<file path="src/rtl/vga_timing_gen_pkg.sv">
// Shared types and default 640x480@60 constants for the VGA raster timing generator.
// Optional feature macro: VGA_TIMING_FRAME_CNT_EN (adds frame_count).
package vga_timing_gen_pkg;

    localparam int unsigned VGA_H_ACTIVE = 640;
    localparam int unsigned VGA_H_FRONT  = 16;
    localparam int unsigned VGA_H_SYNC   = 96;
    localparam int unsigned VGA_H_BACK   = 48;
    localparam int unsigned VGA_V_ACTIVE = 480;
    localparam int unsigned VGA_V_FRONT  = 10;
    localparam int unsigned VGA_V_SYNC   = 2;
    localparam int unsigned VGA_V_BACK   = 33;
    localparam bit          VGA_SYNC_POL = 1'b0;

    localparam int unsigned CNT_W   = 10;
    localparam int unsigned CNT_MAX = 1 << CNT_W;

    typedef logic [CNT_W-1:0] coord_t;

    typedef struct packed {
        coord_t x;
        coord_t y;
        logic   active;
        logic   hsync;
        logic   vsync;
        logic   line_end;
        logic   frame_end;
    } vga_timing_t;

    function automatic logic sync_level(input logic asserted, input bit pol);
        return asserted ? pol : ~pol;
    endfunction

endpackage

</file>
<file path="src/rtl/vga_timing_gen_if.sv">
// Pixel-enable plus raster timing bundle between the generator and its consumers.
// Optional feature macro: VGA_TIMING_FRAME_CNT_EN (adds frame_count).
interface vga_timing_gen_if;
    import vga_timing_gen_pkg::*;

    logic   ce;
    coord_t x;
    coord_t y;
    logic   active;
    logic   hsync;
    logic   vsync;
    logic   line_end;
    logic   frame_end;
`ifdef VGA_TIMING_FRAME_CNT_EN
    coord_t frame_count;

    modport master (
        input  ce,
        output x, y, active, hsync, vsync,
        output line_end, frame_end, frame_count
    );

    modport slave (
        output ce,
        input  x, y, active, hsync, vsync,
        input  line_end, frame_end, frame_count
    );
`else
    modport master (
        input  ce,
        output x, y, active, hsync, vsync,
        output line_end, frame_end
    );

    modport slave (
        output ce,
        input  x, y, active, hsync, vsync,
        input  line_end, frame_end
    );
`endif

endinterface

</file>
<file path="src/rtl/vga_axis_counter.sv">
// Wrap counter for one raster axis: count, terminal-count flag and sync-window flag.
// Optional feature macro: VGA_TIMING_FRAME_CNT_EN (not used here).
module vga_axis_counter #(
    parameter int unsigned TOTAL     = 800,
    parameter int unsigned WIN_START = 656,
    parameter int unsigned WIN_LEN   = 96,
    parameter int unsigned W         = 10
) (
    input  logic         clk,
    input  logic         rst,
    input  logic         inc,
    output logic [W-1:0] cnt,
    output logic         tc,
    output logic         in_win
);

    typedef logic [W-1:0] cnt_t;
    typedef logic [W:0]   ext_t;

    // Window bounds can reach TOTAL, so compare one bit wider than the count.
    localparam cnt_t LAST   = cnt_t'(TOTAL - 1);
    localparam ext_t WIN_LO = ext_t'(WIN_START);
    localparam ext_t WIN_HI = ext_t'(WIN_START + WIN_LEN);

    ext_t cnt_x;

    assign tc     = (cnt == LAST);
    assign cnt_x  = {1'b0, cnt};
    assign in_win = (cnt_x >= WIN_LO) && (cnt_x < WIN_HI);

    always_ff @(posedge clk or posedge rst) begin
        if (rst) begin
            cnt <= '0;
        end else if (inc) begin
            cnt <= tc ? '0 : cnt + 1'b1;
        end
    end

endmodule

</file>
<file path="src/rtl/vga_timing_gen.sv">
// Raster timing generator: x/y, active, hsync/vsync and line/frame pulses, one ce behind the counters.
// Optional feature macro: VGA_TIMING_FRAME_CNT_EN (adds frame_count to the interface).
module vga_timing_gen
    import vga_timing_gen_pkg::*;
#(
    parameter int unsigned H_ACTIVE = VGA_H_ACTIVE,
    parameter int unsigned H_FRONT  = VGA_H_FRONT,
    parameter int unsigned H_SYNC   = VGA_H_SYNC,
    parameter int unsigned H_BACK   = VGA_H_BACK,
    parameter int unsigned V_ACTIVE = VGA_V_ACTIVE,
    parameter int unsigned V_FRONT  = VGA_V_FRONT,
    parameter int unsigned V_SYNC   = VGA_V_SYNC,
    parameter int unsigned V_BACK   = VGA_V_BACK,
    parameter bit          SYNC_POL = VGA_SYNC_POL
) (
    input  logic            clk,
    input  logic            rst,
    vga_timing_gen_if.master vga
);

    localparam int unsigned H_TOTAL = H_ACTIVE + H_FRONT + H_SYNC + H_BACK;
    localparam int unsigned V_TOTAL = V_ACTIVE + V_FRONT + V_SYNC + V_BACK;

    localparam coord_t H_ACT_C = coord_t'(H_ACTIVE);
    localparam coord_t V_ACT_C = coord_t'(V_ACTIVE);

    if (H_TOTAL > CNT_MAX) begin : g_h_total_chk
        $error("vga_timing_gen: H_TOTAL exceeds 1024");
    end
    if (V_TOTAL > CNT_MAX) begin : g_v_total_chk
        $error("vga_timing_gen: V_TOTAL exceeds 1024");
    end

    coord_t      h_cnt;
    coord_t      v_cnt;
    logic        h_tc;
    logic        v_tc;
    logic        h_win;
    logic        v_win;
    logic        v_inc;
    vga_timing_t nxt;
    vga_timing_t cur;

    assign v_inc = vga.ce & h_tc;

    vga_axis_counter #(
        .TOTAL     (H_TOTAL),
        .WIN_START (H_ACTIVE + H_FRONT),
        .WIN_LEN   (H_SYNC),
        .W         (CNT_W)
    ) u_h_cnt (
        .clk    (clk),
        .rst    (rst),
        .inc    (vga.ce),
        .cnt    (h_cnt),
        .tc     (h_tc),
        .in_win (h_win)
    );

    vga_axis_counter #(
        .TOTAL     (V_TOTAL),
        .WIN_START (V_ACTIVE + V_FRONT),
        .WIN_LEN   (V_SYNC),
        .W         (CNT_W)
    ) u_v_cnt (
        .clk    (clk),
        .rst    (rst),
        .inc    (v_inc),
        .cnt    (v_cnt),
        .tc     (v_tc),
        .in_win (v_win)
    );

    // All outputs are decoded from the same counter snapshot so they stay aligned.
    always_comb begin
        nxt           = '0;
        nxt.x         = h_cnt;
        nxt.y         = v_cnt;
        nxt.active    = (h_cnt < H_ACT_C) && (v_cnt < V_ACT_C);
        nxt.hsync     = sync_level(h_win, SYNC_POL);
        nxt.vsync     = sync_level(v_win, SYNC_POL);
        nxt.line_end  = h_tc;
        nxt.frame_end = h_tc & v_tc;
    end

    always_ff @(posedge clk or posedge rst) begin
        if (rst) begin
            cur.x         <= '0;
            cur.y         <= '0;
            cur.active    <= 1'b0;
            cur.hsync     <= ~SYNC_POL;
            cur.vsync     <= ~SYNC_POL;
            cur.line_end  <= 1'b0;
            cur.frame_end <= 1'b0;
        end else if (vga.ce) begin
            cur <= nxt;
        end
    end

    assign vga.x         = cur.x;
    assign vga.y         = cur.y;
    assign vga.active    = cur.active;
    assign vga.hsync     = cur.hsync;
    assign vga.vsync     = cur.vsync;
    assign vga.line_end  = cur.line_end;
    assign vga.frame_end = cur.frame_end;

`ifdef VGA_TIMING_FRAME_CNT_EN
    coord_t frame_cnt;

    always_ff @(posedge clk or posedge rst) begin
        if (rst) begin
            frame_cnt <= '0;
        end else if (vga.ce && cur.frame_end) begin
            frame_cnt <= frame_cnt + 1'b1;
        end
    end

    assign vga.frame_count = frame_cnt;
`endif

endmodule

</file>
<file path="src/flat_wrapper.sv">
// flat-port wrapper written by rule: the top's interface ports become plain ports
module vga_timing_gen_flat import vga_timing_gen_pkg::*;
#(
    parameter int unsigned H_ACTIVE = VGA_H_ACTIVE,
    parameter int unsigned H_FRONT  = VGA_H_FRONT,
    parameter int unsigned H_SYNC   = VGA_H_SYNC,
    parameter int unsigned H_BACK   = VGA_H_BACK,
    parameter int unsigned V_ACTIVE = VGA_V_ACTIVE,
    parameter int unsigned V_FRONT  = VGA_V_FRONT,
    parameter int unsigned V_SYNC   = VGA_V_SYNC,
    parameter int unsigned V_BACK   = VGA_V_BACK,
    parameter bit          SYNC_POL = VGA_SYNC_POL
)
  (clk, rst, vga_ce, vga_x, vga_y, vga_active, vga_hsync, vga_vsync, vga_line_end, vga_frame_end);
  vga_timing_gen_if vga_i ();
  input  logic clk;
  input  logic rst;
  input wire logic [$bits(vga_i.ce)-1:0] vga_ce;
  output wire logic [$bits(vga_i.x)-1:0] vga_x;
  output wire logic [$bits(vga_i.y)-1:0] vga_y;
  output wire logic [$bits(vga_i.active)-1:0] vga_active;
  output wire logic [$bits(vga_i.hsync)-1:0] vga_hsync;
  output wire logic [$bits(vga_i.vsync)-1:0] vga_vsync;
  output wire logic [$bits(vga_i.line_end)-1:0] vga_line_end;
  output wire logic [$bits(vga_i.frame_end)-1:0] vga_frame_end;
  assign vga_i.ce = vga_ce;
  assign vga_x = vga_i.x;
  assign vga_y = vga_i.y;
  assign vga_active = vga_i.active;
  assign vga_hsync = vga_i.hsync;
  assign vga_vsync = vga_i.vsync;
  assign vga_line_end = vga_i.line_end;
  assign vga_frame_end = vga_i.frame_end;
  vga_timing_gen #(.H_ACTIVE(H_ACTIVE), .H_FRONT(H_FRONT), .H_SYNC(H_SYNC), .H_BACK(H_BACK), .V_ACTIVE(V_ACTIVE), .V_FRONT(V_FRONT), .V_SYNC(V_SYNC), .V_BACK(V_BACK), .SYNC_POL(SYNC_POL)) u_core (.clk(clk), .rst(rst), .vga(vga_i));
endmodule
</file>
<file path="config.mk">
export PLATFORM = sky130hd
export DESIGN_NAME = vga_timing_gen_flat
export DESIGN_NICKNAME = d
export VERILOG_FILES = /design/src/rtl/vga_timing_gen_pkg.sv /design/src/rtl/vga_timing_gen_if.sv /design/src/rtl/vga_axis_counter.sv /design/src/rtl/vga_timing_gen.sv /design/src/flat_wrapper.sv
export SDC_FILE = /design/constraint.sdc
export NUM_CORES = 1
export LEC_CHECK = 0
export BUFFER_PORTS_ARGS = -buffer_cell sky130_fd_sc_hd__buf_2
export CAP_MARGIN = 20
export CORE_ASPECT_RATIO = 0.75
export CORE_UTILIZATION = 25
export DETAILED_ROUTE_END_ITERATION = 7
export GPL_ROUTABILITY_DRIVEN = 0
export GPL_TIMING_DRIVEN = 1
export PLACE_DENSITY_LB_ADDON = 0.08
export SKIP_CTS_REPAIR_TIMING = 1
export SYNTH_ARGS = -nofsm -noshare
export SYNTH_HDL_FRONTEND = slang
export SYNTH_SLANG_ARGS = --single-unit
</file>
<file path="constraint.sdc">
create_clock -name clk -period 1.9 [get_ports clk]
set_input_delay 0.38 -clock clk [delete_from_list [all_inputs] [get_ports clk]]
set_output_delay 0.38 -clock clk [all_outputs]
set_load 0.03 [all_outputs]
</file>
==> flow_summary.yaml <==
grt:
  gr-usage-all-layers: 0.116
  grt_pass1_vias: 1355
  grt_pass1_wl_um: 7320
  gr-total-overflow: 0
  antenna_found_initial: 0
  grt_max_degree: 29
logic_synthesis:
  synthAdderAreaFrac: 0.0311
  syn_area_per_cell_um2: 11.6
  async_reset_ff_frac: 1.00
  ys_seq_area_frac: 0.561
  synthMuxAreaShare: 0.118
  postSynthCellCount: 174
  synth_cell_types: 34
  ys.flop_type: "dfrtp_1"
  synth_top_area_share: 0.535
  synth_common_cells: "dfrtp_1, mux2_2, nor2_1, o21ai_0"
  syn_area_um2: 2010
  synth_nets: 182
  post-synth-top-count-cell: "dfrtp_1"
  synth_edf_count: 0
  yosys-top-cells-area: "dfrtp_1, mux2_2, ha_1"
  ys.warnings.count: 0
  synth_top_cell_by_area: "dfrtp_1"
  synth_seq_cells: 45
  synth_top_family_by_area: "simple AND/OR/NAND/NOR gates"
  synth_compound_area_frac: 0.0709
  yosys.area_share.simple: 0.145
  synth-xor-area-share: 0.0436
sta:
  skew_ps: 2.74
  worstMarginPinSlew_ps: 523
  drv_slew: 0
  layout_setup_ws_ps: 107
  setup_viol: 0
  min_period_ps: 1790
  hold_viol: 0
  rsz0062_at_grt: "no"
  slew_headroom: 0.647
  clock.fmax_mhz: 558
  fin_crit_sh: 0.944
  fin_tns_setup_ps: 0
place:
  dp_hpwl_um: 3360
  numPortBuffers: 27
  dp_slack_ps: 143
  numPlacedInstances: 308
floorplan:
  dieWidth_um: 106
  core_area_um2: 7570
  start_util: 0.266
  io_pins: 28
  die_area_um2: 8410
  dieHeight_um: 79.7
  rows: 27
route:
  routed_via_density: 4.56
  wl_per_cell_um: 14.1
  antenna_left: 0
  finalWirelength_um: 4450
  drt_iter0_drc: 46
  vias: 1437
  drt_first_pass_iters: 4
  drc: 0
worst_setup_path:
  critPathMaxFanout: 9
  cp_cell_sequence: "nand4b_1 -> or4_4 -> or3_1 -> o21ai_1"
  start_kind: "flip-flop"
  cp.arrival_ps: 2020
  cpMaxStageDelayCell: "or4_4"
  crit_path_end_kind: "flip-flop"
  path_delay_family: "simple AND/OR/NAND/NOR gates"
  crit_required_ps: 2130
  slowest_delay_ps: 640
  crit_buf_inv: 0
  path_class: "flip-flop to flip-flop"
hold_path:
  hold_class: "input pin to async pin"
power_and_ir_drop:
  p_switching_w: 0.000688
  p_int_w: 0.00153
  p_clk_frac: 0.255
  design_power_total_w: 0.00222
  vdd_ir_drop_max_v: 0.000255
  p_sw_frac: 0.310
  leakagePower_nw: 1.10
  power.density_nw_per_um2: 915
  p_comb_frac: 0.237
  seqPwrFrac: 0.508
run_status:
  outcome: "complete, no violations"
clocking:
  cts_tree: "yes"
  clock_latency_ps: 300
  clock_sinks: 45
  cts_root_buf: "clkbuf_8"
  cts_buffer_depth: 2
  h-tree-depth: 2
  numCtsBuffers: 5
  cts.clk_slew.worst_paths_ps: 80
cells_and_area:
  final_cells: 315
  drive_gt1_frac: 0.341
  antenna_cells: 0
  nets: 222
  area_delta_synth_final_pct: 20.5
run:
  drv_cap: 0
[area by class of cell]
class / count / area (um^2)
Clock buffer: 6 / 72.6
Sequential cell: 45 / 1130
Timing Repair Buffer: 38 / 230
Clock inverter: 1 / 5.00
Fill cell: 791 / 5140
Tap cell: 101 / 126
Multi-Input combinational cell: 115 / 826
Inverter: 9 / 33.8
[cells by family (layout without fill, tap and decap cells)]
kind of cell | after synthesis | in the layout
buf+inv | 14 | 54
fa+ha+maj | 5 | 5
compound gates | 24 | 24
mux | 21 | 21
xor+xnor | 10 | 10
simple gates | 55 | 55
flops | 45 | 45
[flip-flops by register name (all words and copies together), names as in the netlist]
register	count
u_core.vga.frame_end	1
u_core.u_h_cnt.cnt	10
u_core.u_v_cnt.cnt	10
u_core.vga.vsync	1
u_core.vga.y	10
u_core.vga.active	1
u_core.vga.hsync	1
u_core.vga.x	10
u_core.vga.line_end	1
[final timing paths]
path | from | to | slack [ps] | cells after the start
max | u_core.u_h_cnt.cnt[7]$_DFFE_PP0P_ | u_core.u_v_cnt.cnt[3]$_DFFE_PP0P_ | 110 | 4
min | rst | u_core.vga.x[8]$_DFFE_PP0P_ | 70 | 2
max reg2reg | u_core.u_h_cnt.cnt[7]$_DFFE_PP0P_ | u_core.u_v_cnt.cnt[3]$_DFFE_PP0P_ | 110 | 4
min reg2reg | u_core.vga.hsync$_DFFE_PP1P_ | u_core.vga.hsync$_DFFE_PP1P_ | 490 | 2
max in group asynchronous | rst | u_core.vga.vsync$_DFFE_PP1P_ | 1270 | 3
min in group clk | vga_ce | u_core.vga.y[5]$_DFFE_PP0P_ | 420 | 2
[metrics by stage]
step	utilization	cell area [um^2]	hold slack [ps]
6_report	0.320	2420	68.0
4_1_cts	0.319	2420	67.4
3_3_place_gp	0.309	2340	397
5_1_grt	0.320	2420	84.6
3_5_place_dp	0.309	2340	398
2_1_floorplan	-	2010	479
[power by group through the flow]
stage | combinational (W) | clock [W] | sequential (W)
after floorplan | 0.000193 | 0 | 0.00129
after global placement | 0.000527 | 0 | 0.00114
after detailed placement | 0.000534 | 0 | 0.00115
after CTS | 0.000534 | 0.000595 | 0.00113
after global routing | 0.000572 | 0.000631 | 0.00114
final | 0.000524 | 0.000565 | 0.00113
[routing by layer]
metal  GRT usage  part of all wire  vias to the layer above
met2       0.151              0.38                       36
met1       0.175              0.55                      701
li1            -                 -                      692
met5           0                 0                        -
met3      0.0335             0.054                        8
met4      0.0500             0.016                        0
[placed cells by master, fill, tap and decap left out]
master / synthesis / routed
a21oi_1: 4 / 4
nor3_1: 8 / 7
and3_1: 2 / 2
clkbuf_8: 0 / 5
a22o_1: 3 / 3
a32o_1: 1 / 1
inv_1: 9 / 8
or2_2: 1 / 1
dfrtp_1: 43 / 43
nor4bb_1: 1 / 1
or4_4: 1 / 1
nand2_1: 9 / 9
nor2_1: 11 / 11
a31oi_1: 3 / 3
o31ai_1: 1 / 1
nor4_1: 2 / 2
clkbuf_1: 2 / 1
inv_2: 0 / 1
and2_1: 1 / 1
nand4_1: 5 / 5
ha_1: 5 / 5
xnor2_1: 7 / 7
mux2_2: 21 / 21
nor3_2: 0 / 1
xor2_1: 3 / 3
clkinv_2: 0 / 1
nand3_1: 8 / 8
nor4b_1: 1 / 1
nand4b_1: 1 / 1
buf_12: 0 / 1
buf_2: 1 / 27
or2_4: 1 / 1
and3_2: 1 / 1
or3_1: 2 / 2
dfstp_2: 2 / 2
buf_4: 0 / 10
o21ai_1: 1 / 1
o21ai_0: 11 / 11
Note: power is estimated with default switching activity, not from simulation.
